**config.mk**
```make
export PLATFORM = sky130hd
export DESIGN_NAME = tube_tx_arbiter
export DESIGN_NICKNAME = d
export VERILOG_FILES = /design/src/rtl/tube_tx_arbiter.sv
export SDC_FILE = /design/constraint.sdc
export NUM_CORES = 1
export LEC_CHECK = 0
export CAP_MARGIN = 25
export CORE_ASPECT_RATIO = 1.4
export CORE_UTILIZATION = 40
export CTS_CLUSTER_DIAMETER = 100
export DETAILED_ROUTE_END_ITERATION = 16
export GPL_ROUTABILITY_DRIVEN = 1
export PLACE_DENSITY_LB_ADDON = 0.12
export REMOVE_ABC_BUFFERS = 1
export SYNTH_ARGS = -nofsm -noshare
export SYNTH_HDL_FRONTEND = slang
export SYNTH_SLANG_ARGS = --single-unit
export TNS_END_PERCENT = 100
```
**constraint.sdc**
```tcl
create_clock -name CLK -period 5.3 [get_ports CLK]
set_input_delay 1.59 -clock CLK [delete_from_list [all_inputs] [get_ports CLK]]
set_output_delay 1.59 -clock CLK [all_outputs]
set_load 0.02 [all_outputs]
```
**src/rtl/tube_tx_arbiter.sv**
```systemverilog
// tube_tx_arbiter: round-robin, message-granular arbiter that shares one
// serial line (8 data bits, LSB first, STOP_BITS stop bits, one bit per
// CLK) between NUM_REQ character sources.
//
// Handshake: a requester raises REQ[i] with DATA/LAST stable and holds it
// until it sees ACK[i] (a one-cycle registered pulse); it may change
// REQ/DATA/LAST from the cycle after ACK. The arbiter samples requests only
// while the FSM is IDLE.
//
// Optional feature: define TUBE_TX_ARBITER_LOCK_TIMEOUT_EN to release a
// message lock whose owner stays silent for LOCK_TIMEOUT idle cycles.
module tube_tx_arbiter #(
    parameter int NUM_REQ      = 4,
    parameter int STOP_BITS    = 1,
    parameter int LOCK_TIMEOUT = 256
) (
    input  logic                   CLK,
    input  logic                   RESETn,
    input  logic [NUM_REQ-1:0]     REQ,
    input  logic [8*NUM_REQ-1:0]   DATA,
    input  logic [NUM_REQ-1:0]     LAST,
    output logic [NUM_REQ-1:0]     ACK,
    output logic [NUM_REQ-1:0]     GRANT,
    output logic                   TXD,
    output logic                   BUSY,
    output logic                   TIMEOUT
);

    localparam int              PW           = $clog2(NUM_REQ);
    localparam logic [2:0]      LP_STOP_LAST = 3'(STOP_BITS - 1);
    localparam logic [PW-1:0]   LP_PTR_RST   = PW'(NUM_REQ - 1);

    typedef enum logic [1:0] {
        S_IDLE  = 2'd0,
        S_START = 2'd1,
        S_DATA  = 2'd2,
        S_STOP  = 2'd3
    } state_t;

    state_t             r_state, w_state_nxt;
    logic [7:0]         r_shift, w_shift_nxt;
    logic [2:0]         r_bit_cnt, w_bit_cnt_nxt;
    logic               r_lock, w_lock_nxt;
    logic [PW-1:0]      r_owner, w_owner_nxt;
    logic [PW-1:0]      r_ptr, w_ptr_nxt;
    logic [NUM_REQ-1:0] r_ack, w_ack_nxt;
    logic [NUM_REQ-1:0] r_grant, w_grant_nxt;
    logic               r_txd, w_txd_nxt;
    logic               r_busy, w_busy_nxt;

    logic               w_found;
    logic [PW-1:0]      w_winner;
    logic               w_accept;
    logic               w_to_fire;

    // Pick the winner: the lock owner only, or the first REQ above ptr with wrap.
    always_comb begin
        logic [PW-1:0] v_idx;
        v_idx    = r_ptr;
        w_found  = 1'b0;
        w_winner = r_ptr;
        if (r_lock) begin
            w_found  = REQ[r_owner];
            w_winner = r_owner;
        end else begin
            for (int i = 1; i <= NUM_REQ; i++) begin
                v_idx = PW'((int'(r_ptr) + i) % NUM_REQ);
                if (!w_found && REQ[v_idx]) begin
                    w_found  = 1'b1;
                    w_winner = v_idx;
                end
            end
        end
    end

    // A timeout release and an accept never coincide: the owner is silent.
    assign w_accept = (r_state == S_IDLE) && w_found && !w_to_fire;

    // Next-state logic for the framing FSM.
    always_comb begin
        w_state_nxt = r_state;
        case (r_state)
            S_IDLE:  if (w_accept) w_state_nxt = S_START;
            S_START: w_state_nxt = S_DATA;
            S_DATA:  if (r_bit_cnt == 3'd7) w_state_nxt = S_STOP;
            S_STOP:  if (r_bit_cnt == LP_STOP_LAST) w_state_nxt = S_IDLE;
            default: w_state_nxt = S_IDLE;
        endcase
    end

    // Next values of the datapath and of every registered output.
    always_comb begin
        w_shift_nxt   = r_shift;
        w_bit_cnt_nxt = 3'd0;
        w_lock_nxt    = r_lock;
        w_owner_nxt   = r_owner;
        w_ptr_nxt     = r_ptr;
        w_ack_nxt     = '0;
        w_txd_nxt     = 1'b1;
        w_grant_nxt   = '0;

        // One counter serves both the data bits and the stop bits.
        if ((w_state_nxt == r_state) && ((r_state == S_DATA) || (r_state == S_STOP)))
            w_bit_cnt_nxt = r_bit_cnt + 3'd1;

        if (w_accept) begin
            w_shift_nxt         = DATA[8*w_winner +: 8];
            w_ack_nxt[w_winner] = 1'b1;
            if (LAST[w_winner]) begin
                w_lock_nxt = 1'b0;
                w_ptr_nxt  = w_winner;
            end else begin
                w_lock_nxt  = 1'b1;
                w_owner_nxt = w_winner;
            end
        end else if (w_to_fire) begin
            w_lock_nxt = 1'b0;
            w_ptr_nxt  = r_owner;
        end

        // TXD is registered alongside the state it belongs to.
        if (w_state_nxt == S_DATA) begin
            w_txd_nxt   = r_shift[0];
            w_shift_nxt = {1'b0, r_shift[7:1]};
        end else if (w_state_nxt == S_START) begin
            w_txd_nxt = 1'b0;
        end

        w_busy_nxt = (w_state_nxt != S_IDLE);
        if (w_lock_nxt)
            w_grant_nxt[w_owner_nxt] = 1'b1;
    end

    // State register plus all registered outputs, synchronous active-low reset.
    always_ff @(posedge CLK) begin
        if (!RESETn) begin
            r_state   <= S_IDLE;
            r_shift   <= '0;
            r_bit_cnt <= '0;
            r_lock    <= 1'b0;
            r_owner   <= '0;
            r_ptr     <= LP_PTR_RST;
            r_ack     <= '0;
            r_grant   <= '0;
            r_txd     <= 1'b1;
            r_busy    <= 1'b0;
        end else begin
            r_state   <= w_state_nxt;
            r_shift   <= w_shift_nxt;
            r_bit_cnt <= w_bit_cnt_nxt;
            r_lock    <= w_lock_nxt;
            r_owner   <= w_owner_nxt;
            r_ptr     <= w_ptr_nxt;
            r_ack     <= w_ack_nxt;
            r_grant   <= w_grant_nxt;
            r_txd     <= w_txd_nxt;
            r_busy    <= w_busy_nxt;
        end
    end

`ifdef TUBE_TX_ARBITER_LOCK_TIMEOUT_EN
    localparam logic [15:0] LP_TO_LAST = 16'(LOCK_TIMEOUT - 1);

    logic [15:0] r_to_cnt;
    logic        r_timeout;
    logic        w_to_wait;

    // Counting only while a locked owner leaves the line idle.
    assign w_to_wait = r_lock && (r_state == S_IDLE) && !REQ[r_owner];
    assign w_to_fire = w_to_wait && (r_to_cnt == LP_TO_LAST);

    // Abandoned-lock counter and its one-cycle release pulse.
    always_ff @(posedge CLK) begin
        if (!RESETn) begin
            r_to_cnt  <= '0;
            r_timeout <= 1'b0;
        end else begin
            r_timeout <= w_to_fire;
            if (w_accept || !r_lock || w_to_fire)
                r_to_cnt <= '0;
            else if (w_to_wait)
                r_to_cnt <= r_to_cnt + 16'd1;
        end
    end

    assign TIMEOUT = r_timeout;
`else
    assign w_to_fire = 1'b0;
    assign TIMEOUT   = 1'b0;
`endif

    assign ACK   = r_ack;
    assign GRANT = r_grant;
    assign TXD   = r_txd;
    assign BUSY  = r_busy;

endmodule

```
Yosys cells after proc, flatten, opt, wreduce, memory -nomap -nowiden
Cells that the tools add are included.

word-level totals
  bits in registers = 28
  logic and storage cells = 95

cells by class
  add/subtract/negate cells = 5
  $lt $le $gt $ge = 9
  equality and inequality tests = 7
  shift operators = 1
  mux-type cells = 41
  bitwise logic cells = 1
  reduce and logical (&&, ||, !) cells = 20

operator list
  cell                 number
  $shiftx 32x6->8      1
  $lt 2x3->1 const B   7
  $mux 1               20
  $mux 2               10
  $mux 7               2
  $bmux 1 s2           6
  $pmux 2 s4           1
  $reduce_and 2->1     4
  $logic_and 1x1->1    7
  $eq 2x2->1 const B   3
  $add 2x1->2 const B  2
  $add 2x2->2 const B  2
  $demux 1 s2          2
  $eq 2x1->1 const B   2
  $ge 2x1->1 const B   2
  $reduce_bool 2->1    2
  $add 3x1->3 const B  1
  $eq 3x3->1 const B   1
  $logic_not 1->1      3
  $logic_not 3->1      1
  $eq 2x2->1           1
  $logic_not 2->1      1
  $reduce_or 2->1      1
  $logic_or 1x1->1     1
  $not 1->1            1

Longest topological paths before layout
  depth after elaboration = 25
  depth in mapped cells = 9
  mapped depth without buffers = 7

Least setup slack after synthesis
OpenSTA, ideal clock, no wires.

  path type = input to register
  from = input port REQ[0]
  to = register r_grant[3] (netlist: GRANT[3])
  setup time = 0.103 ns
  arrival = 3.559 ns
  required time = 5.197 ns
  slack = 1.638 ns
  cell stages on the path = 7
  path buffers = 1
  cells stage by stage = or4b_4 and2_4 buf_6 and3_4 a2111o_1 mux2_2 a2111oi_2

between the ends
  word-level cells in the longest chain between the ends = 24

ends and longest elaborated chain
  item                                                            line  text
  start, declared                                                 19    input logic [NUM_REQ-1:0] REQ,
  $bmux 1 s2                                                      68    if (!w_found && REQ[v_idx]) begin
  $mux 1 (not written as such)                                    68
  $mux 1                                                          68
  $mux 1                                                          62    if (r_lock) begin
  $logic_not 1->1                                                 68
  $logic_and 1x1->1                                               68
  $mux 1                                                          68
  $mux 1                                                          62
  [8 not listed]                                                  --
  $bmux 1 s2                                                      109   if (LAST[w_winner]) begin
  $mux 1 (not written as such)                                    109
  $mux 2                                                          109
  $mux 2                                                          106   if (w_accept) begin
  $lt 2x3->1 (not written as such) or $ge 2x1->1 (tied branches)  131   w_grant_nxt[w_owner_nxt] = 1'b1;
  $logic_and 1x1->1 (not written as such)                         131
  $mux 1 (not written as such)                                    131
  $demux 1 s2                                                     131
  end signal, assigned                                            155   r_grant <= w_grant_nxt;
  end, declared                                                   47    logic [NUM_REQ-1:0] r_grant, w_grant_nxt;

Parallel ways exist; a longest one is shown, timed or not. The select of a mux whose other input is x is not followed.
A chain may end at the register's enable or synchronous reset.

Final worst setup path
  from = input port REQ[1]
  to = register r_grant[3] (netlist: GRANT[3])

The elaborated chain is that of the path after synthesis.

==> flow_summary.yaml <==
run_status:
  status: "completed"
pwr:
  p_sw_share_pct: 45.9
  power_leakage_nw: 0.869
  pwr_density_cell_mw_per_mm2: 556
  p_comb_share_pct: 61.0
  clock_power_share_pct: 12.6
  switching_power_uw: 609
  seqPwrFrac_pct: 26.3
  irDropWorstVdd_mv: 0.352
  power.internal_uw: 717
worst_setup_path:
  r2r-end: "GRANT[3]"
  cp.required_ns: 5.45
  r2r_start: "r_ptr[1]"
  start_kind: "input port"
  r2r_cells: 6
  critPathMaxFanout: 16
  r2r_slack_ns: 2.79
  arrival_ns: 4.12
  critPathKind: "input port to flop"
  endpoint_kind: "flop"
timing:
  holdWs_ns: 0.483
  tightest_slew_ns: 1.00
  setup_tns_ns: 0
  maxSlewViolCount: 0
  max_slew_margin_pct: 33.3
  finalSetupViolCount: 0
  hold_violations: 0
  rsz0062_at_grt: "no"
  fin_crit_sh_pct: 74.8
  clock_skew_ns: 0.00841
  fmax_mhz: 252
  fin_crit_ns: 3.97
detailed_routing:
  via_per_inst: 5.68
  route.detailed.drc: 0
  finalWirelength_um: 4820
  route.antenna.remaining_nets: 0
  wl_per_cell_um: 14.9
  first_pass_iters: 5
  vias: 1836
  first_iter_violations: 100
synth:
  yosys.area.top_type: "dfxtp_1"
  syn_avg_cell_area_um2: 8.00
  synthArstFlopShare_pct: 0
  synth_flop_cell: "dfxtp_1"
  yosys_warnings: 0
  ys_types: 51
  synth_edf_count: 0
  synth_top_area_share_pct: 31.5
  synth_most_common_cell: "o21ai_0"
  ys_seq_elements: 28
  syn-cell-area_mm2: 0.00178
  yosys-top-cells-count: "31 x o21ai_0, 28 x dfxtp_1, 16 x nand3_1, 15 x clkbuf_1, 15 x nand2_1"
  synthCells: 222
  ys_seq_area_share_pct: 31.5
  synthTopCellsByArea: "dfxtp_1 32%, o21ai_0 8.7%, a211oi_1 5.1%, nand3_1 4.5%, clkbuf_1 3.2%"
clock_network:
  htreeDepth: 1
  cts_tree: "yes"
  cts_buffers: 3
  clock-sinks: 28
  clock_latency_ns: 0.28
  cts_resized: 0
  hold_buffers: 0
  clockRootBuffer: "clkbuf_8"
  cts_setup_buffers: 0
  clockBufferDepth: 2
  clk_pin_slew_ns: 0.10
grt:
  antenna_found_initial: 0
  grt_start_max_net_pins: 19
  grt_overflow: 0
  grt_pass1_wl_um: 7960
  grt.total_usage_pct: 21.5
  grt_pass1_vias: 1679
job:
  maxCapViolations: 0
final_layout:
  syn_to_final_growth_pct: 34.4
  drive_above_1_share_pct: 7.98
  n_fill_cell: 388
  nets: 309
  fin_area_mm2: 0.00239
  diodes: 0
die:
  die_w_um: 58.3
  core_mm2: 0.00424
  die_area_mm2: 0.00472
  row_count: 28
  chipHeight_um: 80.9
  initial_core_util_pct: 41.9
  pin_count: 53
min_path:
  whs_endpoint: "r_shift[1]"
  min_path_type: "flop to flop"
  hold_depth: 2
  min-delay-start: "r_shift[1]"
place:
  dpl_cell_area_mm2: 0.00232
  gp_congestion: 0.862
  io_buffers: 51
  post-dp-hpwl_um: 3500
## per-stage QoR
step | util, % | power [mW] | setup slack, ns | std cells
after floorplan | - | 0.891 | 1.41 | 204
after global placement | 54.4 | 1.15 | 1.08 | 318
after detailed placement | 54.6 | 1.16 | 1.04 | 319
after CTS | 56.3 | 1.33 | 1.33 | 323
after global routing | 56.3 | 1.44 | 1.19 | 323
final | 56.3 | 1.33 | 1.33 | 323
## power by group through the flow
stage          registers, mW  clock network, mW  logic, mW
4_1_cts                0.349              0.171      0.809
2_1_floorplan          0.365                  0      0.526
6_report               0.349              0.168      0.810
3_5_place_dp           0.354                  0      0.804
5_1_grt                0.362              0.180      0.893
3_3_place_gp           0.354                  0      0.794
## worst max path at each step
stage           start         end  slack (ns)
2_1_floorplan  REQ[2]    GRANT[3]        1.41
3_3_place_gp   REQ[1]    GRANT[3]        1.08
3_5_place_dp   REQ[1]    GRANT[3]        1.04
4_1_cts        REQ[1]    GRANT[3]        1.33
5_1_grt        REQ[1]  r_owner[1]        1.19
6_report       REQ[1]    GRANT[3]        1.33
## critical path, stage by stage
cell and delay [ns]:
clkdlybuf4s50_1 0.56, or3b_1 0.41, o211ai_1 0.11, buf_4 0.24
nand2_2 0.17, a2111o_1 0.52, a211oi_1 0.43, a2111oi_2 0.09
## state kept, by name (all words and copies together) (netlist names)
register and cells:
ACK 4, r_bit_cnt 3, r_owner 2, r_lock 1
GRANT 4, r_ptr 2, BUSY 1, r_state 2
TXD 1, r_shift 8
## cells in the final DEF, fill, tap and decap left out, types with 8 or more instances in the layout
| cell | count |
|---|---|
| o21ai_0 | 31 |
| clkdlybuf4s50_1 | 51 |
| a31oi_1 | 8 |
| a211oi_1 | 12 |
| dfxtp_1 | 28 |
| nand2_1 | 15 |
| nand3_1 | 16 |
## logic make-up (layout without fill, tap and decap cells)
kind of cell / after synthesis / in the layout / share of synthesized area (%)
buf+inv: 24 / 65 / 6.13
other cells: 1 / 1 / 0.211
simple gates: 70 / 70 / 21.3
flops: 28 / 28 / 31.5
fa+ha+maj: 3 / 3 / 2.11
mux: 4 / 4 / 2.46
compound gates: 92 / 92 / 36.2
## final cells by class
cell class	count	area, um^2	share of cell area (%)
clock buffers	3	41.3	1.73
clock inverters	1	30.0	1.26
inverters	6	22.5	0.943
multi-input cells	170	1110	46.6
flip-flops and latches	28	561	23.5
well taps	60	75.1	3.14
repair buffers	55	544	22.8
## layer usage
| layer | wire length, um | global-route usage, % |
|---|---|---|
| met3 | 247 | 1.91 |
| met4 | 63 | 7.62 |
| met5 | 0 | 0 |
| met1 | 2080 | 27.1 |
| met2 | 2430 | 37.9 |
Note: power is estimated with default switching activity, not from simulation.
